**src/rtl/morse_keyer_ctrl.sv**
```systemverilog
// morse_keyer_ctrl: turns a single Morse key line into dot/dash symbols,
// drives shift-enable/clear of the per-letter code register and flags
// letter and word boundaries for the downstream decoder.
// Optional feature macro: KEY_SYNC_EN (2-flop synchronizer on key_in).
module morse_keyer_ctrl #(
  parameter int UNIT_CYCLES = 6000000,
  parameter int CNT_W       = 23,
  parameter int MAX_SYMBOLS = 5
) (
  input  logic       clk,
  input  logic       clr,
  input  logic       key_in,
  output logic       sym_valid,
  output logic       sym_bit,
  output logic [2:0] code_len,
  output logic       code_clr,
  output logic       letter_done,
  output logic       word_done,
  output logic       overflow,
  output logic       busy
);

  typedef enum logic [1:0] {
    IDLE  = 2'd0,
    MARK  = 2'd1,
    SPACE = 2'd2
  } state_t;

  // Last value of the unit sub-counter before it wraps into a new unit.
  localparam logic [CNT_W-1:0] UCNT_LAST = CNT_W'(UNIT_CYCLES - 1);
  localparam logic [CNT_W-1:0] UCNT_ONE  = CNT_W'(1);
  localparam logic [2:0]       MAX_LEN   = 3'(MAX_SYMBOLS);

  // Key level as seen by the FSM.
  logic key;

`ifdef KEY_SYNC_EN
  logic [1:0] sync_reg;

  // Two-stage synchronizer for the asynchronous key line.
  always_ff @(posedge clk) begin
    if (clr) begin
      sync_reg <= 2'b00;
    end else begin
      sync_reg <= {sync_reg[0], key_in};
    end
  end

  assign key = sync_reg[1];
`else
  assign key = key_in;
`endif

  state_t           state_reg, state_next;
  logic [CNT_W-1:0] ucnt_reg, ucnt_next;
  logic [2:0]       dur_reg, dur_next;
  logic [2:0]       code_len_reg, code_len_next;
  logic             overflow_reg, overflow_next;
  logic             sym_valid_reg, sym_valid_next;
  logic             sym_bit_reg, sym_bit_next;
  logic             letter_done_reg, letter_done_next;
  logic             code_clr_reg, code_clr_next;
  logic             word_done_reg, word_done_next;
  logic             busy_reg, busy_next;

  // Counter helpers: a wrap closes one Morse time unit; dur saturates at 7.
  logic             wrap;
  logic [CNT_W-1:0] ucnt_inc;
  logic [2:0]       dur_inc;

  assign wrap     = (ucnt_reg == UCNT_LAST);
  assign ucnt_inc = wrap ? '0 : (ucnt_reg + UCNT_ONE);
  assign dur_inc  = !wrap ? dur_reg :
                    (dur_reg == 3'd7) ? 3'd7 : (dur_reg + 3'd1);

  // State register and all registered outputs.
  always_ff @(posedge clk) begin
    if (clr) begin
      state_reg       <= IDLE;
      ucnt_reg        <= '0;
      dur_reg         <= 3'd0;
      code_len_reg    <= 3'd0;
      overflow_reg    <= 1'b0;
      sym_valid_reg   <= 1'b0;
      sym_bit_reg     <= 1'b0;
      letter_done_reg <= 1'b0;
      code_clr_reg    <= 1'b0;
      word_done_reg   <= 1'b0;
      busy_reg        <= 1'b0;
    end else begin
      state_reg       <= state_next;
      ucnt_reg        <= ucnt_next;
      dur_reg         <= dur_next;
      code_len_reg    <= code_len_next;
      overflow_reg    <= overflow_next;
      sym_valid_reg   <= sym_valid_next;
      sym_bit_reg     <= sym_bit_next;
      letter_done_reg <= letter_done_next;
      code_clr_reg    <= code_clr_next;
      word_done_reg   <= word_done_next;
      busy_reg        <= busy_next;
    end
  end

  // Next-state, counting, symbol classification and boundary detection.
  always_comb begin
    state_next       = state_reg;
    ucnt_next        = ucnt_reg;
    dur_next         = dur_reg;
    code_len_next    = code_len_reg;
    overflow_next    = overflow_reg;
    sym_valid_next   = 1'b0;
    sym_bit_next     = sym_bit_reg;
    letter_done_next = 1'b0;
    code_clr_next    = 1'b0;
    word_done_next   = 1'b0;

    // Overflow stays visible through the letter_done cycle, then clears.
    if (letter_done_reg) begin
      overflow_next = 1'b0;
    end

    unique case (state_reg)
      IDLE: begin
        if (key) begin
          state_next = MARK;
          ucnt_next  = '0;
          dur_next   = 3'd0;
        end
      end

      MARK: begin
        if (key) begin
          ucnt_next = ucnt_inc;
          dur_next  = dur_inc;
        end else begin
          state_next = SPACE;
          ucnt_next  = '0;
          dur_next   = 3'd0;
          // Marks of two units or more are dashes.
          if (code_len_reg < MAX_LEN) begin
            sym_valid_next = 1'b1;
            sym_bit_next   = (dur_reg >= 3'd2);
            code_len_next  = code_len_reg + 3'd1;
          end else begin
            overflow_next = 1'b1;
          end
        end
      end

      SPACE: begin
        if (key) begin
          // Same letter if before the letter gap, otherwise a new letter;
          // either way code_len already reflects the right context.
          state_next = MARK;
          ucnt_next  = '0;
          dur_next   = 3'd0;
        end else begin
          ucnt_next = ucnt_inc;
          dur_next  = dur_inc;
          // Third unit of silence closes the letter (only if one exists).
          if (wrap && (dur_reg == 3'd2) && (code_len_reg != 3'd0)) begin
            letter_done_next = 1'b1;
            code_clr_next    = 1'b1;
            code_len_next    = 3'd0;
          end
          // Seventh unit of silence closes the word and idles the block.
          if (wrap && (dur_reg == 3'd6)) begin
            word_done_next = 1'b1;
            state_next     = IDLE;
            ucnt_next      = '0;
            dur_next       = 3'd0;
          end
        end
      end

      default: begin
        state_next = IDLE;
        ucnt_next  = '0;
        dur_next   = 3'd0;
      end
    endcase

    busy_next = (state_next != IDLE);
  end

  assign sym_valid   = sym_valid_reg;
  assign sym_bit     = sym_bit_reg;
  assign code_len    = code_len_reg;
  assign code_clr    = code_clr_reg;
  assign letter_done = letter_done_reg;
  assign word_done   = word_done_reg;
  assign overflow    = overflow_reg;
  assign busy        = busy_reg;

endmodule

```
**config.mk**
```make
export PLATFORM = sky130hd
export DESIGN_NAME = morse_keyer_ctrl
export DESIGN_NICKNAME = d
export VERILOG_FILES = /design/src/rtl/morse_keyer_ctrl.sv
export SDC_FILE = /design/constraint.sdc
export NUM_CORES = 1
export LEC_CHECK = 0
export CAP_MARGIN = 10
export CORE_UTILIZATION = 45
export DETAILED_ROUTE_END_ITERATION = 8
export DONT_BUFFER_PORTS = 1
export GPL_TIMING_DRIVEN = 0
export HOLD_SLACK_MARGIN = 0.06
export PLACE_DENSITY = 0.64
export SLEW_MARGIN = 25
export SYNTH_ARGS = -nofsm -noshare
export SYNTH_HDL_FRONTEND = slang
export SYNTH_SLANG_ARGS = --single-unit
export TNS_END_PERCENT = 20
```
**constraint.sdc**
```tcl
create_clock -name clk -period 2.15 [get_ports clk]
set_clock_uncertainty 0.05 [all_clocks]
set_input_delay 0.43 -clock clk [delete_from_list [all_inputs] [get_ports clk]]
set_output_delay 0.43 -clock clk [all_outputs]
set_load 0.005 [all_outputs]
```
==> After elaboration in Yosys (flattened, before gate mapping) <==
Cells that the tools add are included.
{ "word_totals": {"ff_bits": 37, "out_inout_bits": 10} }
{ "classes": {"mux": 30, "bitwise_logic": 3, "n_addsub": 3, "order_cmp": 2, "n_eq_ne": 11, "n_reduce_logical": 11} }
{ "op_table": {"columns": ["cell", "count"], "rows": [
  ["2-to-1 mux 23 bit", 5],
  ["case mux 23 bit (3 select lines)", 1],
  ["2-to-1 mux 3 bit", 10],
  ["adder 23 x 1 -> 23 bit, second input constant", 1],
  ["equality test 23 bit, second input constant", 1],
  ["inequality test 2 bit, second input constant", 5],
  ["case mux 3 bit (3 select lines)", 1],
  ["2-to-1 mux 2 bit", 4],
  ["2-to-1 mux 1 bit", 7],
  ["adder 3 x 1 -> 3 bit, second input constant", 2],
  ["equality test 3 bit, second input constant", 2],
  ["case mux 2 bit (3 select lines)", 1],
  ["case mux 3 bit (2 select lines)", 1],
  ["OR reduction 3 bit", 2],
  ["AND reduction 5 bit", 1],
  ["nonzero test 2 bit", 2],
  ["equality test 3 x 2 -> 1 bit, second input constant", 1],
  ["greater-or-equal comparator 3 x 2 -> 1 bit, second input constant", 1],
  ["logical AND 1 bit", 3],
  ["< comparator 3 bit, second input constant", 1],
  ["inverter 1 bit", 3],
  ["AND reduction 3 bit", 1],
  ["nonzero test 3 bit", 1],
  ["equality test 2 x 1 -> 1 bit, second input constant", 1],
  ["other kinds (2)", 2]
]} }

==> Logic depth before layout (Yosys ltp) <==
{ "logic_depth": {"word_depth": 6, "ltp_mapped": 8, "mapped_depth_nobuf": 7} }

==> Least setup slack after synthesis <==
No wires, ideal clock.
{ "synth_timing": {"kind": "register to register", "from": "register state_reg[1]", "to": "register ucnt_reg[12]", "path_stages_with_launch": 9, "path_slack_ps": 222, "setup_time_ps": 127, "n_path_buf": 1, "t_required_ps": 1973, "period_less_slack_ps": 1928, "arrival_ps": 1751, "path_cell_list": "dfxtp_1 -> inv_1 -> ha_1 -> nor2b_1 -> clkbuf_1 -> nor4_4 -> nand2_1 -> o21ai_0 -> a21oi_1"} }
{ "synth_between": {"elab_chain_cells": 2, "elab_cells_between_ends": 5, "classes_between": "eq/ne: 3; mux: 1; reduce/logical: 1"} }
{ "synth_rtl": {"columns": ["item", "line", "source"], "rows": [
  ["from (decl)", "54", "state_t state_reg, state_next;"],
  ["from (signal assigned)", "91", "state_reg <= state_next;"],
  ["equality test 2 bit, or another cell as far along", "123", "unique case (state_reg)"],
  ["case mux 23 bit (3 select lines) / inequality test 2 bit (equally long branches)", null, null],
  ["to (signal assigned)", "92", "ucnt_reg <= ucnt_next;"],
  ["to (decl)", "55", "logic [CNT_W-1:0] ucnt_reg, ucnt_next;"]
]} }
Parallel ways exist; a longest one is shown, timed or not.
A chain may end at the register's enable or synchronous reset.

==> Final worst setup path <==
{ "layout_timing": {"from": "register ucnt_reg[20]", "to": "register ucnt_reg[7]"} }
{ "layout_between": {"elab_chain_cells": 5, "elab_cells_between_ends": 7, "classes_between": "eq/ne: 1; mux: 5; reduce/logical: 1"} }
{ "layout_rtl": {"columns": ["item", "line", "source"], "rows": [
  ["equality test 23 bit *", "71", "assign wrap = (ucnt_reg == UCNT_LAST);"],
  ["2-to-1 mux 23 bit / logical AND 1 bit (equally long branches)", "72, 168", null],
  ["2-to-1 mux 23 bit", "168", "if (wrap && (dur_reg == 3'd6)) begin"],
  ["2-to-1 mux 23 bit", "152", "if (key) begin"],
  ["case mux 23 bit (3 select lines) *", "123", null]
]} }
Every way passes the cells marked *; elsewhere a longest branch is shown, timed or not.

==> impl_metrics.csv <==
group,metric,value,unit
run_status,status,"finished, final reports clean",
final_layout,syn_to_final_growth,11.2,%
synthesis,yosys_warnings,0,
place,port_buffers,0,
final_layout,layout-drive-gt1-share,0.119,
sta,rsz0062_at_grt,"false",
drt,num_vias,1772,
drt,remaining_drc_errors,0,
setup_path,max_stage_delay,0.43,ns
place,dp_hpwl,3.02,mm
flow_run,cap_violations,0,
sta,relSlewSlack,0.617,
floorplanning,pin_count,13,
floorplanning,coreArea,0.00435,mm2
sta,report.final.slew_viol_count,0,
place,post-place-cells,293,
clock_tree,clock_latency,0.29,ns
pwr,power.leakage,0.000804,uW
place,gp_congestion,0.856,
sta,worst-slew-pin-transition,0.575,ns
clock_tree,clockBufferDepth,2,
final_layout,largest_reg_flops,23,
place,placed_cell_area,0.00210,mm2
sta,holdWs,0.318,ns
synthesis,yosysSeqAreaShare,0.365,
final_layout,nets,265,
setup_path,r2r_slack,0.16,ns
synthesis,yosysTopAreaCell,"dfxtp_1",
pwr,peakVddDrop,0.000266,V
synthesis,syn-num-nets,253,
grt,grt.overflow.total,0,
sta,hold_viol_final,0,
drt,ant_nets,0,
grt,grt_usage,0.191,
grt,grt_pass1_wl,7.34,mm
setup_path,path_class,"reg2reg",
floorplanning,die_x,69.2,um
clock_tree,cts.sinks,37,
pwr,powerDensity,600,mW/mm2
synthesis,netlist.area_leader.share,0.365,
synthesis,synthArstFlopShare,0,
synthesis,synth-main-ff-cell,"dfxtp_1",
grt,grt_pass1_vias,1575,
setup_path,required,2.29,ns
setup_path,cp-start-kind,"register",
setup_path,worstPathMaxFanout,10,
grt,antenna_found_initial,0,
final_layout,nFillCells,412,
grt,grt_max_degree,11,
final_layout,final_common_cell,"dfxtp_1",
synthesis,synth_area_leaders,"dfxtp_1 (36%), ha_1 (5.5%), nor2_1 (5.4%)",
setup_path,path_delay_family,"simple AND/OR/NAND/NOR gates",
floorplanning,rows,24,
clock_tree,clkSlewWorstSetupHoldPaths,0.07,ns
final_layout,final_cells,305,
drt,drt_wl_total,4.21,mm
setup_path,cp_num_buf_inv,1,
floorplanning,start_util,0.466,
synthesis,synth-edff-count,0,
drt,dr.first_iter.drc_count,78,
clock_tree,cts_inserted_buffers,5,
synthesis,postSynthCellCount,241,
synthesis,ys_ff_latch,37,
setup_path,worst_ep_arrival_time,2.13,ns
drt,wl_per_cell,13.8,um
sta,period_share,0.928,
drt,vias_per_cell,5.81,
clock_tree,cts_tree,"done",
floorplanning,die_h,69.2,um
synthesis,netlist_area,0.00203,mm2
clock_tree,holdBufCountCts,0,
sta,setup_violations,0,
final_layout,fin_area,0.00226,mm2
setup_path,worstSetupEndpointType,"register",
synthesis,avgSynthCellArea,8.43,um2
clock_tree,h-tree-depth,2,
final_layout,diodes,0,
worst_hold_path,hp-class,"in2reg",
sta,min_period,1.99,ns
sta,fmax,501,MHz
drt,drtPass1Iterations,4,
setup_path,crit_chain,"nand4_1 > nor3_4 > a21oi_4 > o21ai_4 > clkbuf_4 > nor2_1",
setup_path,cp_slowest_cell,"dfxtp_1",
floorplanning,die-area,0.00479,mm2
final_layout,final_cell_mix,"dfxtp_1 (37), nor2_1 (29), nand2_1 (18)",
clock_tree,cts_root_buf,"clkbuf_8",
synthesis,synth.distinct_cells,53,
[kinds of logic after synthesis]
kind of cell             after synthesis  synth area share
AO/OA/AOI/OAI                         43             0.141
XOR/XNOR                              16            0.0690
adder cells (fa/ha/maj)                9            0.0555
buffers and inverters                 17            0.0345
flip-flops                            37             0.365
AND/OR/NAND/NOR                      119             0.335
[metrics by stage]
| stage | TNS [ns] | util | worst slack [ns] | total power [uW] |
|---|---|---|---|---|
| floorplan | 0 | - | 0.222 | 835 |
| global placement | -0.348 | 0.481 | -0.0702 | 864 |
| detailed placement | -0.669 | 0.481 | -0.108 | 866 |
| CTS | 0 | 0.508 | 0.0218 | 1360 |
| global route | 0 | 0.518 | 0.0167 | 1420 |
| finish | 0 | 0.518 | 0.155 | 1350 |
[cell usage after synthesis, types with 4 or more instances]
cell type  instances
xor2_1            12
ha_1               9
dfxtp_1           37
nand2_1           18
inv_1              9
o21ai_0            7
xnor2_1            4
nor2_1            29
nand3_1           14
nor3_1            10
nor2b_1            5
a21oi_1           13
nand4_1           12
clkbuf_1           5
[worst register-to-register path: cells and delay by family (launching register included)]
kind / cells / cell delay, ns
buffers and inverters: 1 / 0.27
DFF: 1 / 0.43
and+or+nand+nor: 3 / 0.71
AOI/OAI and AO/OA: 2 / 0.43
[where the power goes]
part | switching (uW) | internal, uW
combinational | 87.2 | 54.4
clock | 240 | 254
sequential | 18.1 | 700
[metal layers]
metal | GRT usage | routed length, um | vias to the layer above
met2 | 0.276 | 1880 | 21
met5 | 0 | 0 | -
li1 | - | - | 891
met4 | 0.0930 | 95 | 0
met1 | 0.261 | 2120 | 851
met3 | 0.0523 | 121 | 9
[final cells by class]
class	count	area (um2)	area share
inverter	9	33.8	0.0150
sequential	37	741	0.328
buffer	8	41.3	0.0183
tap	52	65.1	0.0288
timing repair buffer	5	37.5	0.0166
clock buffer	7	86.3	0.0382
multi-input combinational	187	1250	0.555
[path summary, 6_finish.rpt]
kind                 from     endpoint  depth (start not counted)
max reg2reg  ucnt_reg[20]  ucnt_reg[7]                          6
min                key_in    word_done                          2
min reg2reg    dur_reg[1]   dur_reg[1]                          2
max          ucnt_reg[20]  ucnt_reg[7]                          6
[repair_timing]
item                                    CTS  global route
buffers inserted                          2             3
pin swaps                                 2             3
resized for setup                         2            10
endpoints found under the setup margin   10            22
Note: power is estimated with default switching activity, not from simulation.
